==> src/rtl/alu_iter_seq_pkg.sv <==
// Shared encodings for the MUL/DIVU sequencer: ALU opcodes, FSM states and
// the op_div request encoding.
package alu_iter_seq_pkg;

  localparam logic [3:0] ALU_ADD  = 4'b0000;
  localparam logic [3:0] ALU_SUB  = 4'b0001;
  localparam logic [3:0] ALU_SHL  = 4'b1010;
  localparam logic [3:0] ALU_GEU  = 4'b1011;
  localparam logic [3:0] ALU_ZERO = 4'b1111;

  localparam logic OP_MUL  = 1'b0;
  localparam logic OP_DIVU = 1'b1;

  typedef enum logic [2:0] {
    ST_IDLE  = 3'd0,
    ST_M_ADD = 3'd1,
    ST_M_SHL = 3'd2,
    ST_D_SHF = 3'd3,
    ST_D_CMP = 3'd4,
    ST_D_SUB = 3'd5,
    ST_DONE  = 3'd6
  } state_t;

endpackage

==> src/rtl/alu_iter_seq_if.sv <==
// Request/response and ALU-drive signals of the MUL/DIVU sequencer.
// slave is the sequencer side; master is the requester/ALU side.
interface alu_iter_seq_if #(
  parameter int DATA_W = 32
);
  logic              start;
  logic              op_div;
  logic [DATA_W-1:0] src_a;
  logic [DATA_W-1:0] src_b;
  logic              busy;
  logic              done;
  logic [DATA_W-1:0] result_lo;
  logic [DATA_W-1:0] result_hi;
  logic [DATA_W-1:0] alu_in_1;
  logic [DATA_W-1:0] alu_in_2;
  logic [3:0]        alu_op;
  logic [DATA_W-1:0] alu_result;
  logic              alu_bcond;

  modport slave (
    input  start, op_div, src_a, src_b, alu_result, alu_bcond,
    output busy, done, result_lo, result_hi, alu_in_1, alu_in_2, alu_op
  );

  modport master (
    output start, op_div, src_a, src_b, alu_result, alu_bcond,
    input  busy, done, result_lo, result_hi, alu_in_1, alu_in_2, alu_op
  );
endinterface

==> src/rtl/alu_iter_seq.sv <==
// Multicycle MUL (shift-add, low word) / DIVU (restoring) sequencer that
// borrows the external combinational ALU for every arithmetic step.
module alu_iter_seq
  import alu_iter_seq_pkg::*;
#(
  parameter int DATA_W = 32,
  parameter int CNT_W  = 6
) (
  input  logic          clk,
  input  logic          reset_n,
  alu_iter_seq_if.slave bus
);

  localparam logic [CNT_W-1:0] CNT_LAST = CNT_W'(DATA_W - 1);

  state_t            state_q, state_d;
  logic [DATA_W-1:0] acc_q, acc_d;
  logic [DATA_W-1:0] mc_q, mc_d;
  logic [DATA_W-1:0] mp_q, mp_d;
  logic [DATA_W-1:0] rem_q, rem_d;
  logic [DATA_W-1:0] quo_q, quo_d;
  logic [DATA_W-1:0] dvs_q, dvs_d;
  logic [CNT_W-1:0]  cnt_q, cnt_d;
  logic [DATA_W-1:0] res_lo_q, res_lo_d;
  logic [DATA_W-1:0] res_hi_q, res_hi_d;
  logic              busy_q, busy_d;
  logic              done_q, done_d;

  // Next-state and datapath update; results are loaded on the DONE entry edge.
  always_comb begin
    state_d  = state_q;
    acc_d    = acc_q;
    mc_d     = mc_q;
    mp_d     = mp_q;
    rem_d    = rem_q;
    quo_d    = quo_q;
    dvs_d    = dvs_q;
    cnt_d    = cnt_q;
    res_lo_d = res_lo_q;
    res_hi_d = res_hi_q;
    case (state_q)
      ST_IDLE: begin
        if (bus.start) begin
          if (bus.op_div == OP_MUL) begin
            acc_d   = '0;
            mc_d    = bus.src_a;
            mp_d    = bus.src_b;
            cnt_d   = '0;
            state_d = ST_M_ADD;
          end else if (bus.src_b == '0) begin
            res_lo_d = '1;
            res_hi_d = bus.src_a;
            state_d  = ST_DONE;
          end else begin
            rem_d   = '0;
            quo_d   = bus.src_a;
            dvs_d   = bus.src_b;
            cnt_d   = '0;
            state_d = ST_D_SHF;
          end
        end
      end
      ST_M_ADD: begin
        if (mp_q[0]) acc_d = bus.alu_result;
        state_d = ST_M_SHL;
      end
      ST_M_SHL: begin
        mc_d  = bus.alu_result;
        mp_d  = mp_q >> 1;
        cnt_d = cnt_q + CNT_W'(1);
        if (cnt_q == CNT_LAST) begin
          res_lo_d = acc_q;
          res_hi_d = '0;
          state_d  = ST_DONE;
        end else begin
          state_d = ST_M_ADD;
        end
      end
      ST_D_SHF: begin
        rem_d   = bus.alu_result | DATA_W'(quo_q[DATA_W-1]);
        quo_d   = quo_q << 1;
        state_d = ST_D_CMP;
      end
      ST_D_CMP: begin
        if (bus.alu_bcond) begin
          quo_d   = quo_q | DATA_W'(1);
          state_d = ST_D_SUB;
        end else begin
          cnt_d = cnt_q + CNT_W'(1);
          if (cnt_q == CNT_LAST) begin
            res_lo_d = quo_q;
            res_hi_d = rem_q;
            state_d  = ST_DONE;
          end else begin
            state_d = ST_D_SHF;
          end
        end
      end
      ST_D_SUB: begin
        rem_d = bus.alu_result;
        cnt_d = cnt_q + CNT_W'(1);
        if (cnt_q == CNT_LAST) begin
          res_lo_d = quo_q;
          res_hi_d = bus.alu_result;
          state_d  = ST_DONE;
        end else begin
          state_d = ST_D_SHF;
        end
      end
      ST_DONE:  state_d = ST_IDLE;
      default:  state_d = ST_IDLE;
    endcase
    busy_d = (state_d != ST_IDLE);
    done_d = (state_d == ST_DONE);
  end

  always_ff @(posedge clk or negedge reset_n) begin
    if (!reset_n) begin
      state_q  <= ST_IDLE;
      acc_q    <= '0;
      mc_q     <= '0;
      mp_q     <= '0;
      rem_q    <= '0;
      quo_q    <= '0;
      dvs_q    <= '0;
      cnt_q    <= '0;
      res_lo_q <= '0;
      res_hi_q <= '0;
      busy_q   <= 1'b0;
      done_q   <= 1'b0;
    end else begin
      state_q  <= state_d;
      acc_q    <= acc_d;
      mc_q     <= mc_d;
      mp_q     <= mp_d;
      rem_q    <= rem_d;
      quo_q    <= quo_d;
      dvs_q    <= dvs_d;
      cnt_q    <= cnt_d;
      res_lo_q <= res_lo_d;
      res_hi_q <= res_hi_d;
      busy_q   <= busy_d;
      done_q   <= done_d;
    end
  end

  // ALU drive is a pure Moore decode of the registered state and operands.
  always_comb begin
    bus.alu_op   = ALU_ZERO;
    bus.alu_in_1 = '0;
    bus.alu_in_2 = '0;
    case (state_q)
      ST_M_ADD: begin
        bus.alu_op   = ALU_ADD;
        bus.alu_in_1 = acc_q;
        bus.alu_in_2 = mc_q;
      end
      ST_M_SHL: begin
        bus.alu_op   = ALU_SHL;
        bus.alu_in_1 = mc_q;
      end
      ST_D_SHF: begin
        bus.alu_op   = ALU_SHL;
        bus.alu_in_1 = rem_q;
      end
      ST_D_CMP: begin
        bus.alu_op   = ALU_GEU;
        bus.alu_in_1 = rem_q;
        bus.alu_in_2 = dvs_q;
      end
      ST_D_SUB: begin
        bus.alu_op   = ALU_SUB;
        bus.alu_in_1 = rem_q;
        bus.alu_in_2 = dvs_q;
      end
      default: begin
        bus.alu_op   = ALU_ZERO;
        bus.alu_in_1 = '0;
        bus.alu_in_2 = '0;
      end
    endcase
  end

  assign bus.busy      = busy_q;
  assign bus.done      = done_q;
  assign bus.result_lo = res_lo_q;
  assign bus.result_hi = res_hi_q;

endmodule
==> src/flat_wrapper.sv <==
// flat-port wrapper written by rule: the top's interface ports become plain ports
module alu_iter_seq_flat import alu_iter_seq_pkg::*;
#(
  parameter int DATA_W = 32,
  parameter int CNT_W  = 6
)
  (clk, reset_n, bus_start, bus_op_div, bus_src_a, bus_src_b, bus_alu_result, bus_alu_bcond, bus_busy, bus_done, bus_result_lo, bus_result_hi, bus_alu_in_1, bus_alu_in_2, bus_alu_op);
  alu_iter_seq_if #(.DATA_W(DATA_W)) bus_i ();
  input  logic clk;
  input  logic reset_n;
  input wire logic [$bits(bus_i.start)-1:0] bus_start;
  input wire logic [$bits(bus_i.op_div)-1:0] bus_op_div;
  input wire logic [$bits(bus_i.src_a)-1:0] bus_src_a;
  input wire logic [$bits(bus_i.src_b)-1:0] bus_src_b;
  input wire logic [$bits(bus_i.alu_result)-1:0] bus_alu_result;
  input wire logic [$bits(bus_i.alu_bcond)-1:0] bus_alu_bcond;
  output wire logic [$bits(bus_i.busy)-1:0] bus_busy;
  output wire logic [$bits(bus_i.done)-1:0] bus_done;
  output wire logic [$bits(bus_i.result_lo)-1:0] bus_result_lo;
  output wire logic [$bits(bus_i.result_hi)-1:0] bus_result_hi;
  output wire logic [$bits(bus_i.alu_in_1)-1:0] bus_alu_in_1;
  output wire logic [$bits(bus_i.alu_in_2)-1:0] bus_alu_in_2;
  output wire logic [$bits(bus_i.alu_op)-1:0] bus_alu_op;
  assign bus_i.start = bus_start;
  assign bus_i.op_div = bus_op_div;
  assign bus_i.src_a = bus_src_a;
  assign bus_i.src_b = bus_src_b;
  assign bus_i.alu_result = bus_alu_result;
  assign bus_i.alu_bcond = bus_alu_bcond;
  assign bus_busy = bus_i.busy;
  assign bus_done = bus_i.done;
  assign bus_result_lo = bus_i.result_lo;
  assign bus_result_hi = bus_i.result_hi;
  assign bus_alu_in_1 = bus_i.alu_in_1;
  assign bus_alu_in_2 = bus_i.alu_in_2;
  assign bus_alu_op = bus_i.alu_op;
  alu_iter_seq #(.DATA_W(DATA_W), .CNT_W(CNT_W)) u_core (.clk(clk), .reset_n(reset_n), .bus(bus_i));
endmodule
==> config.mk <==
export PLATFORM = sky130hd
export DESIGN_NAME = alu_iter_seq_flat
export DESIGN_NICKNAME = d
export VERILOG_FILES = /design/src/rtl/alu_iter_seq_pkg.sv /design/src/rtl/alu_iter_seq_if.sv /design/src/rtl/alu_iter_seq.sv /design/src/flat_wrapper.sv
export SDC_FILE = /design/constraint.sdc
export NUM_CORES = 1
export LEC_CHECK = 0
export CAP_MARGIN = 10
export CELL_PAD_IN_SITES_DETAIL_PLACEMENT = 1
export CELL_PAD_IN_SITES_GLOBAL_PLACEMENT = 2
export CORE_UTILIZATION = 34
export CTS_BUF_LIST = sky130_fd_sc_hd__clkbuf_8
export CTS_CLUSTER_DIAMETER = 100
export CTS_CLUSTER_SIZE = 8
export DETAILED_ROUTE_END_ITERATION = 12
export PLACE_DENSITY_LB_ADDON = 0.1
export SYNTH_ARGS = -nofsm -noshare
export SYNTH_HDL_FRONTEND = slang
export SYNTH_SLANG_ARGS = --single-unit
==> constraint.sdc <==
create_clock -name clk -period 3 [get_ports clk]
set_input_delay 0.6 -clock clk [delete_from_list [all_inputs] [get_ports clk]]
set_output_delay 0.6 -clock clk [all_outputs]
set_load 0.02 [all_outputs]
# ---- Yosys cells after proc, flatten, opt, wreduce, memory -nomap -nowiden
# Cells that the tools add are included.
dict set report op_classes {
  addsub 1
  n_mul 0
  div_mod_pow 0
  n_lt_le_gt_ge 0
  n_eq_ne 19
  n_shift 0
  muxes 49
  bitwise_logic 3
  reduce_logical 23
}
# operator n
set op_table {}
lappend op_table {{$mux 32} 26}
lappend op_table {{$pmux 32 s3} 3}
lappend op_table {{$pmux 32 s2} 4}
lappend op_table {{$pmux 32 s4} 2}
lappend op_table {{$logic_not 32->1} 1}
lappend op_table {{$or 32x1->32} 1}
lappend op_table {{$mux 6} 4}
lappend op_table {{$mux 3} 6}
lappend op_table {{$pmux 3 s6} 1}
lappend op_table {{$pmux 6 s3} 1}
lappend op_table {{$pmux 4 s4} 1}
lappend op_table {{$reduce_and 4->1} 4}
lappend op_table {{$ne 2x2->1 const B} 6}
lappend op_table {{$reduce_bool 3->1} 4}
lappend op_table {{$ne 2x1->1 const B} 5}
lappend op_table {{$reduce_and 5->1} 2}
lappend op_table {{$eq 3x3->1 const B} 3}
lappend op_table {{$reduce_and 8->1} 1}
lappend op_table {{$add 6x1->6 const B} 1}
lappend op_table {{$eq 3x2->1 const B} 2}
lappend op_table {{$eq 6x5->1 const B} 1}
lappend op_table {{$reduce_and 6->1} 1}
lappend op_table {{$reduce_bool 2->1} 3}
lappend op_table {{$reduce_or 2->1} 3}
lappend op_table {{8 further kinds} 9}
dict set report word_totals {
  ff_bits 267
  latchBits 0
  ramBits 0
  romBits 0
  input_bits 101
  out_inout_bits 134
  wordCells 108
  mem_count 0
}

# ---- Longest topological paths before layout
# Gate-level depths: netlist of run 1.
dict set report depth {
  ltp_word 6
  depth_mapped 10
  mapped_depth_nobuf 6
}

# ---- Worst setup path after synthesis of run 1
# OpenSTA, ideal clock, no wires.
dict set report synth_path {
  kind {register to output}
  from {register u_core.state_q[1]}
  to {output port bus_alu_in_2[0]}
  arrival_ns 1.952
  setup_slack_ns 0.448
  path_stages_with_launch 8
  n_path_buf 4
  path_cell_list {dfrtp_1 > buf_4 > buf_4 > nand2b_1 > nor2_1 > clkbuf_1 > buf_1 > a22o_1}
}
dict set report synth_between {
  elab_chain_cells 3
  word_cells_on_any_way 5
  classes_between {3 x eq/ne; 1 x mux; 1 x reduce/logical}
}
# item line
set synth_rtl {}
lappend synth_rtl {{from (decl)} alu_iter_seq.sv:16} ;# state_t state_q, state_d;
lappend synth_rtl {{from (signal assigned)} alu_iter_seq.sv:132} ;# state_q <= state_d;
lappend synth_rtl {{$eq 3x3->1} alu_iter_seq.sv:152} ;# case (state_q)
lappend synth_rtl {{$reduce_or 2->1 (no line)} --}
lappend synth_rtl {{$pmux 32 s2 *} alu_iter_seq.sv:152}
lappend synth_rtl {{to (decl)} flat_wrapper.sv:22} ;# output wire logic [$bits(bus_i.alu_in_2)-1:0] bus_alu_in_2;
# Mark *: on every way between the ends. The rest lies on a longest branch, timed or not.

# ---- Worst setup path in the final report of run 1
dict set report layout_path {
  from {register u_core.state_q[1]}
  to {output port bus_alu_in_1[12]}
}
dict set report layout_between {
  elab_chain_cells 3
  word_cells_on_any_way 7
  classes_between {5 x eq/ne; 1 x mux; 1 x reduce/logical}
}
# item line
set layout_rtl {}
lappend layout_rtl {{$eq 3x2->1 or $eq 3x3->1 (tied branches)} alu_iter_seq.sv:152}
lappend layout_rtl {{$reduce_or 3->1 (no line)} --}
lappend layout_rtl {{$pmux 32 s3 *} alu_iter_seq.sv:152}
lappend layout_rtl {{to (decl)} flat_wrapper.sv:21} ;# output wire logic [$bits(bus_i.alu_in_1)-1:0] bus_alu_in_1;
# Marks and branches as above.

==> impl_metrics.py, run 1 <==
metrics = {
    "grt": {
        "first_global_vias": 13156,
        "grtUsageTotal_pct": 27.4,
        "grt_pass1_wl_um": 84600,
        "antenna_found_initial": 2,
        "grt_start_max_net_pins": 85,
        "grt-ovfl-total": 0,
    },
    "worst_setup_path": {
        "rr_endpoint": "u_core.bus.result_hi[7]",
        "cp_data_required_time_ns": 2.40,
        "path_max_fanout": 24,
        "reg2reg_depth": 7,
        "crit-reg2reg-launch": "u_core.cnt_q[0]",
        "regToRegSetupSlack_ns": 0.39,
        "critical_path_class": "register to output port",
        "startpoint_type": "register",
        "cp-end-kind": "output port",
        "cp.arrival_ns": 2.34,
    },
    "timing": {
        "slew_viol_final": 0,
        "setup_viol": 0,
        "relSlewSlack_pct": 19.3,
        "tightest_slew_ns": 1.21,
        "hold_ws_ns": -0.00267,
        "final_hold_viol_count": 2,
        "finClkSkew_ns": 0.0207,
        "finalCritPeriodShare_pct": 97.9,
        "fin_tns_setup_ns": 0,
        "period_needed_ns": 2.94,
        "fmax_ghz": 0.340,
        "rsz0062_at_grt": "yes",
        "fin_ws_ns": 0.0617,
    },
    "clock_tree": {
        "cts_hold_buffers": 0,
        "clockBufferDepth": 3,
        "clock_sinks": 267,
        "clk_latency_ns": 0.60,
        "numCtsBuffers": 39,
        "cts_tree": "yes",
        "htree_levels": 2,
        "cts_root_buffer": "clkbuf_8",
        "clk_pin_slew_ns": 0.07,
    },
    "logic_synthesis": {
        "yosysTopAreaCellShare_pct": 49.7,
        "ys_warn_count": 0,
        "synth_edf_count": 0,
        "synth_common_cells": "267 x dfrtp_1, 228 x nand2_1, 107 x nor2_1",
        "synth_most_common_cell": "dfrtp_1",
        "yosysTopAreaCell": "dfrtp_1",
        "synth_area_um2": 13500,
        "ys_types": 48,
        "ys.flop_type": "dfrtp_1",
        "syn_nets": 1548,
        "ys_ff_latch": 267,
        "synth.area.top_cells": "dfrtp_1 50%, nand2_1 6.4%, mux2i_1 4.7%",
        "synth-seq-area-share_pct": 49.7,
        "syn_inst": 1446,
        "async_reset_ff_share_pct": 100,
        "syn_area_per_cell_um2": 9.30,
    },
    "route": {
        "drt_iter0_markers": 668,
        "route.detailed.drc": 0,
        "vias": 12443,
        "antenna_left": 0,
        "drt_wl_total_um": 54900,
        "routedWlPerCell_um": 25.0,
        "dr.pass1.iters": 5,
        "vias_per_cell": 5.67,
    },
    "power_and_ir_drop": {
        "p_leak_nw": 7.90,
        "ir_drop_v": 0.000609,
        "power.density_nw_per_um2": 1220,
    },
    "cells_and_area": {
        "fin_area_um2": 17500,
        "nNetsFinal": 1774,
        "drive_above_1_share_pct": 13.1,
        "area.growth.synth_to_final_pct": 29.7,
        "layout.cells.non_filler": 2194,
    },
    "place": {
        "dp_hpwl_um": 36300,
        "post-place-cells": 2144,
        "routabilityCongestion": 0.837,
        "postPlaceCellArea_um2": 16800,
        "dp_slack_ns": -0.0430,
        "port_buffers": 234,
    },
    "die": {
        "rows": 72,
        "initial_utilization_pct": 34.6,
        "coreArea_um2": 38800,
        "io_pins": 235,
        "die_w_um": 201,
        "die_h_um": 201,
        "die-area_um2": 40400,
    },
    "status": {
        "violations": "negative hold slack",
        "status": "finished, violations left",
    },
    "run": {
        "max-cap-violations": 0,
    },
    "worst_hold_path": {
        "hold_path_class": "input pin to async pin",
    },
}
per-layer routing:
| metal | track usage, % | vias to the layer above | share of wire [%] |
|---|---|---|---|
| li1 | - | 5566 | - |
| met1 | 36.2 | 6420 | 44 |
| met2 | 45.4 | 363 | 48 |
| met3 | 4.66 | 94 | 4.9 |
| met4 | 9.16 | 0 | 2.9 |
| met5 | 0 | - | 0 |
final cells by class:
type / instances / area (um2)
Timing Repair Buffer: 312 / 3210
Multi-Input combinational cell: 985 / 6100
Inverter: 67 / 251
Clock inverter: 4 / 22.5
Clock buffer: 39 / 537
Tap cell: 518 / 648
Antenna cell: 2 / 5.00
Fill cell: 4429 / 21400
Sequential cell: 267 / 6690
cells in the final DEF (no fill, tap or decap), types with 39 or more instances in the layout:
cell type / instances
dfrtp_1: 264
nand2_1: 228
clkdlybuf4s50_1: 168
nor2_1: 104
o21ai_0: 98
a21oi_1: 69
nand3_1: 68
inv_1: 68
o22ai_1: 64
a31oi_1: 64
mux2i_1: 63
buf_4: 49
mux2_2: 47
dlygate4sd2_1: 46
clkbuf_8: 39
how the worst max path moves through the flow:
stage,from,endpoint,slack (ns),depth (start not counted)
after CTS,u_core.state_q[1],bus_alu_in_2[27],-0.11,5
after global routing,u_core.state_q[1],bus_alu_in_1[16],-0.03,6
after detailed placement,bus_src_b[17],u_core.bus.result_lo[23],-0.04,9
after global placement,bus_src_b[17],u_core.bus.result_lo[23],0.05,9
final,u_core.state_q[1],bus_alu_in_1[12],0.06,5
after floorplan,u_core.state_q[1],bus_alu_in_2[0],0.45,7
where the power goes:
part / switching [mW] / internal (mW)
Clock: 1.46 / 1.17
Combinational: 7.14 / 4.96
Sequential: 1.44 / 5.18
worst max-delay path, stage by stage, from the launching register on:
cell and delay (ns):
dfrtp_2 0.51, nor2b_4 0.23, buf_12 0.21, a21oi_1 0.09
o21ai_1 0.31, clkdlybuf4s15_1 0.37
state kept, by name, summed over array words and instances (netlist names), 6 cells and up:
signal                flops
u_core.acc_q             32
u_core.bus.result_hi     32
u_core.bus.result_lo     32
u_core.cnt_q              6
u_core.dvs_q             32
u_core.mc_q              32
u_core.mp_q              32
u_core.quo_q             32
u_core.rem_q             32
through the flow:
stage	power, mW	util [%]
finish	21.3	45.0
global route	22.7	45.0
CTS	21.5	44.9
detailed placement	18.9	43.3
global placement	18.6	43.3
floorplan	13.3	-
cells by family (layout without fill, tap and decap cells):
family	after synthesis	after routing	synth area share, %
AOI/OAI and AO/OA	420	420	19.9
adders and majority gates	1	1	0.0930
buffers and inverters	194	422	6.15
DFF	267	267	49.7
muxes	128	128	10.6
other	0	2	0
and+or+nand+nor	436	436	13.5
what timing repair did:
item / CTS / global route
buffers inserted: 2 / 1
setup endpoints to repair: 66 / 18
pin swaps: 1 / 1
resized for setup: 85 / 29
cloned: 2 / 0
No activity file was read; power rests on OpenSTA's default activity.
==> inputs of run 2 (changes only) <==
CORE_ASPECT_RATIO = 1.1   (was not set)
==> impl_metrics.py, run 2 (synthesized netlist as in run 1, its figures left out) <==
metrics = {
    "timing": {
        "fmax_ghz": 0.340,
        "slew_viol_final": 0,
        "rsz0062_at_grt": "no",
        "finClkSkew_ns": 0.0186,
        "finalCritPeriodShare_pct": 98.2,
        "final_hold_viol_count": 0,
        "hold_ws_ns": 0.483,
        "relSlewSlack_pct": 53.7,
        "setup_viol": 0,
        "fin_tns_setup_ns": 0,
        "tightest_slew_ns": 0.695,
        "period_needed_ns": 2.95,
    },
    "clock_tree": {
        "clockBufferDepth": 3,
        "htree_levels": 2,
        "numCtsBuffers": 39,
        "clk_pin_slew_ns": 0.07,
        "clock_sinks": 267,
        "clk_latency_ns": 0.57,
        "cts_tree": "yes",
        "cts_root_buffer": "clkbuf_8",
    },
    "power_and_ir_drop": {
        "seqPwrFrac_pct": 31.0,
        "combPwrFrac_pct": 56.6,
        "p_leak_nw": 7.85,
        "cell_internal_pwr_mw": 11.4,
        "power.density_nw_per_um2": 1220,
        "switching_share_pct": 46.7,
        "clockPowerShare_pct": 12.4,
        "p_sw_mw": 9.98,
        "ir_drop_v": 0.000553,
    },
    "worst_setup_path": {
        "crit-reg2reg-launch": "u_core.cnt_q[0]",
        "regToRegSetupSlack_ns": 0.44,
        "endpoint": "bus_alu_in_1[24]",
        "path_max_fanout": 18,
        "cp-end-kind": "output port",
        "cp_data_required_time_ns": 2.40,
        "max_stage_delay_ns": 0.49,
        "cpMaxStageDelayCell": "dfrtp_2",
        "crit_family": "buffers and inverters",
        "cp.arrival_ns": 2.35,
        "critical_path_class": "register to output port",
        "rr_endpoint": "u_core.bus.result_hi[31]",
        "startpoint_type": "register",
        "crit_buf_inv": 4,
        "crit_top_cell": "buf_4",
        "cp.depth": 7,
        "worstPathCellList": "buf_4, nor2b_4, buf_4, bufbuf_16, nand2_1, o21ai_0, clkdlybuf4s15_2",
        "crit_start": "u_core.state_q[1]",
        "reg2reg_depth": 7,
    },
    "cells_and_area": {
        "fin_area_um2": 17400,
        "layout_common_cells": "264 x dfrtp_1, 228 x nand2_1, 169 x clkdlybuf4s50_1, 105 x nor2_1, 102 x o21ai_0",
        "multiInputGateArea_um2": 6070,
        "fin_util_pct": 44.6,
        "nNetsFinal": 1775,
        "drive_above_1_share_pct": 13.4,
        "final_common_cell": "dfrtp_1",
        "regArea_um2": 6690,
        "antenna_cells": 0,
        "fill_cells": 4438,
        "area.growth.synth_to_final_pct": 29.6,
        "layout.cells.non_filler": 2183,
    },
    "place": {
        "routabilityCongestion": 0.811,
        "post-place-cells": 2128,
        "dp_hpwl_um": 34700,
        "port_buffers": 234,
        "postPlaceCellArea_um2": 16800,
    },
    "die": {
        "die_h_um": 211,
        "io_pins": 235,
        "die-area_um2": 40400,
        "die_w_um": 192,
        "coreArea_um2": 39100,
        "initial_utilization_pct": 34.4,
        "rows": 76,
    },
    "worst_hold_path": {
        "hold_path_class": "register to register",
    },
    "grt": {
        "antenna_found_initial": 0,
        "grt_start_max_net_pins": 67,
        "grt-ovfl-total": 0,
        "grtUsageTotal_pct": 27.0,
        "grt_pass1_wl_um": 82500,
        "first_global_vias": 13117,
    },
    "route": {
        "routedWlPerCell_um": 24.6,
        "vias": 12406,
        "route.detailed.drc": 0,
        "dr.pass1.iters": 5,
        "drt_wl_total_um": 53800,
        "antenna_left": 0,
        "vias_per_cell": 5.68,
        "drt_iter0_markers": 670,
    },
    "status": {
        "status": "finished, final reports clean",
    },
    "run": {
        "max-cap-violations": 0,
    },
}
## run 2: cell types whose count changed in the layout (fill, tap and decap cells not counted), moves of 4 or more
cell and change:
dlymetal6s2s_1 -5, o21ai_1 -4, o21ai_0 +4, buf_12 +5, clkdlybuf4s15_1 -4, buf_4 +6
## run 2: power groups by stage
stage	clock network (mW)	registers, mW	logic [mW]
after floorplan	0	6.43	6.83
after global placement	0	6.60	12.1
after detailed placement	0	6.63	12.3
after CTS	2.76	6.58	12.1
after global routing	2.87	6.78	13.0
final	2.66	6.61	12.1
## run 2: timing repair
item	in CTS	in global routing
endpoints found under the hold margin	44	0
setup buffers	7	1
pin swaps	1	0
hold buffers	1	0
gates cloned	2	0
endpoints found under the setup margin	61	14
gates resized for setup	75	15
## run 2: layout make-up
cell class / instances / area share (%)
clock inverters: 3 / 0.0861
well taps: 507 / 3.64
inverters: 67 / 1.44
flip-flops and latches: 267 / 38.4
clock buffers: 41 / 3.24
multi-input cells: 985 / 34.8
repair buffers: 313 / 18.4
## run 2: worst min-delay path by stage
stage | from | end | slack [ns] | depth (start not counted)
final | u_core.cnt_q[5] | u_core.cnt_q[5] | 0.48 | 1
after global routing | u_core.cnt_q[5] | u_core.cnt_q[5] | 0.51 | 1
after CTS | u_core.cnt_q[5] | u_core.cnt_q[5] | 0.48 | 1
after detailed placement | u_core.cnt_q[5] | u_core.cnt_q[5] | 0.48 | 1
after global placement | u_core.cnt_q[5] | u_core.cnt_q[5] | 0.46 | 1
after floorplan | reset_n | u_core.acc_q[0] | 0.30 | 0
## run 2: stage by stage
step | worst slack [ns] | power (mW)
floorplan | 0.448 | 13.3
global placement | 0.0381 | 18.7
detailed placement | 0.0244 | 18.9
CTS | 0.00697 | 21.5
global route | 0.00295 | 22.7
finish | 0.0546 | 21.3
## run 2: routing by layer
metal / wire (um) / share of wire (%) / up-vias / track usage, %
met2: 24900 / 46 / 362 / 42.7
met5: 0 / 0 / - / 0
met3: 2690 / 5.0 / 60 / 3.90
li1: - / - / 5565 / -
met1: 25200 / 47 / 6419 / 38.5
met4: 954 / 1.8 / 0 / 6.40
==> inputs of run 3 (changes only) <==
ABC_CLOCK_PERIOD_IN_PS = 3000   (was not set)
HOLD_SLACK_MARGIN = 0.02   (was not set)
==> results of run 3 <==
Final layout, timing and power as in run 2 (identical DEF).
==> RTL edit, RTL diff (config.mk and constraints of run 2) <==
`DATA_W` is set to 32 in 3 places; all go to 24.
--- a/src/rtl/alu_iter_seq_if.sv
+++ b/src/rtl/alu_iter_seq_if.sv
@@ -3,3 +3,3 @@
 interface alu_iter_seq_if #(
-  parameter int DATA_W = 32
+  parameter int DATA_W = 24
 );
--- a/src/rtl/alu_iter_seq.sv
+++ b/src/rtl/alu_iter_seq.sv
@@ -5,3 +5,3 @@
 #(
-  parameter int DATA_W = 32,
+  parameter int DATA_W = 24,
   parameter int CNT_W  = 6
--- a/src/flat_wrapper.sv
+++ b/src/flat_wrapper.sv
@@ -3,3 +3,3 @@
 #(
-  parameter int DATA_W = 32,
+  parameter int DATA_W = 24,
   parameter int CNT_W  = 6
Interface: changed (7 resized); port bits go from 235 to 179. No check against the original RTL was run, so the function may have changed too.
==> RTL edit against run 2 <==
Final area is 22% lower; hold slack worse by 0.44 ns; sequential cell count is 64 lower; wire length is 30% lower; largest cell class is now multi-input combinational cells; sequential share of layout area is 0.92 points lower; synthesized area is 21% lower; global-route usage is 2.9 points lower; setup slack better by 0.045 ns; highest routed layer is now met5; power is 26% lower.
==> RTL edit: results (changes against run 2) <==
DP Area = 13100 sq um (-22%)
Yosys cell types = 46 (-4.2%)
Power Sequential = 5.21 mW (-21%)
H-tree levels = 1 (-1)
hpwl dp = 27100 microns (-22%)
status = complete, no violations
number of buffers created by CTS = 29 (-26%)
CTS resizes = 56 (-25%)
flop2flop setup slack = 0.40 ns (-0.04 ns)
cell row count = 67 (-12%)
Clock Skews = 0.0321 ns (+0.0135 ns)
number of non-clock buffers in the layout = 240 (-23%)
mux contribution to synthesized area = 0.174 (+0.0672)
initial antenna violation count = 2 (+2)
Min-Delay Path Class = in2async
dpl ws = -0.161 ns (-0.186 ns)
number of multi-input logic gates = 787 (-20%)
synth top area cells = dfrtp_1 48%, mux2_2 9.3%, nand2_1 8.0%, mux2i_1 6.8%, a22oi_1 5.0%
Seq area share = 0.374 (-0.00917)
post-synthesis compound-gate area fraction = 0.154 (-0.0451)
FF+latch count, synth = 203 (-24%)
DR WL met3 = 2120 microns (-21%)
Post-synth top cells = 228 x nand2_1, 203 x dfrtp_1, 106 x o21ai_0
worst-path maximum fanout = 33 (+15)
Port Buf Inserts = 178 (-24%)
Layout Nets = 1343 (-24%)
origin of the critical flop-to-flop path = u_core.state_q[1]
peak supply drop = 0.450 mV (-19%)
Leak Pwr = 5.97 nW (-24%)
CP peak stage delay = 0.55 ns (+0.06 ns)
drt first pass iters = 4 (-1)
relative max-transition margin = 0.206 (-0.331)
vias in the first global route = 9259 (-29%)
routed metal-1 wirelength = 18600 microns (-26%)
sequential fraction of the synthesis area = 0.477 (-0.0194)
Reg2Reg Capture Point = u_core.cnt_q[5]
area occupied by multi-input gates = 5140 sq um (-15%)
ANT cells = 1 (+1)
Psw = 7.09 mW (-29%)
## RTL edit: kinds of logic after synthesis
group,Yosys count
flip-flops,203
buffers and inverters,99
AND/OR/NAND/NOR,370
AO/OA/AOI/OAI,247
multiplexers,169
adder cells (fa/ha/maj),1
## RTL edit: per-stage QoR
step,instances,hold slack [ns]
after floorplan,1089,0.304
after global placement,1644,0.461
after detailed placement,1644,0.474
after CTS,1681,0.0459
after global routing,1683,0.0772
final,1683,0.0408
## RTL edit: worst min path at each step
stage,startpoint,to,slack (ns),cells after the start
4_1_cts,reset_n,u_core.bus.result_hi[10],0.05,1
5_1_grt,reset_n,u_core.bus.result_lo[11],0.08,1
2_1_floorplan,reset_n,u_core.acc_q[0],0.30,0
3_3_place_gp,u_core.mp_q[14],u_core.mp_q[14],0.46,2
6_report,reset_n,u_core.bus.result_lo[11],0.04,1
3_5_place_dp,u_core.mp_q[19],u_core.mp_q[19],0.47,2
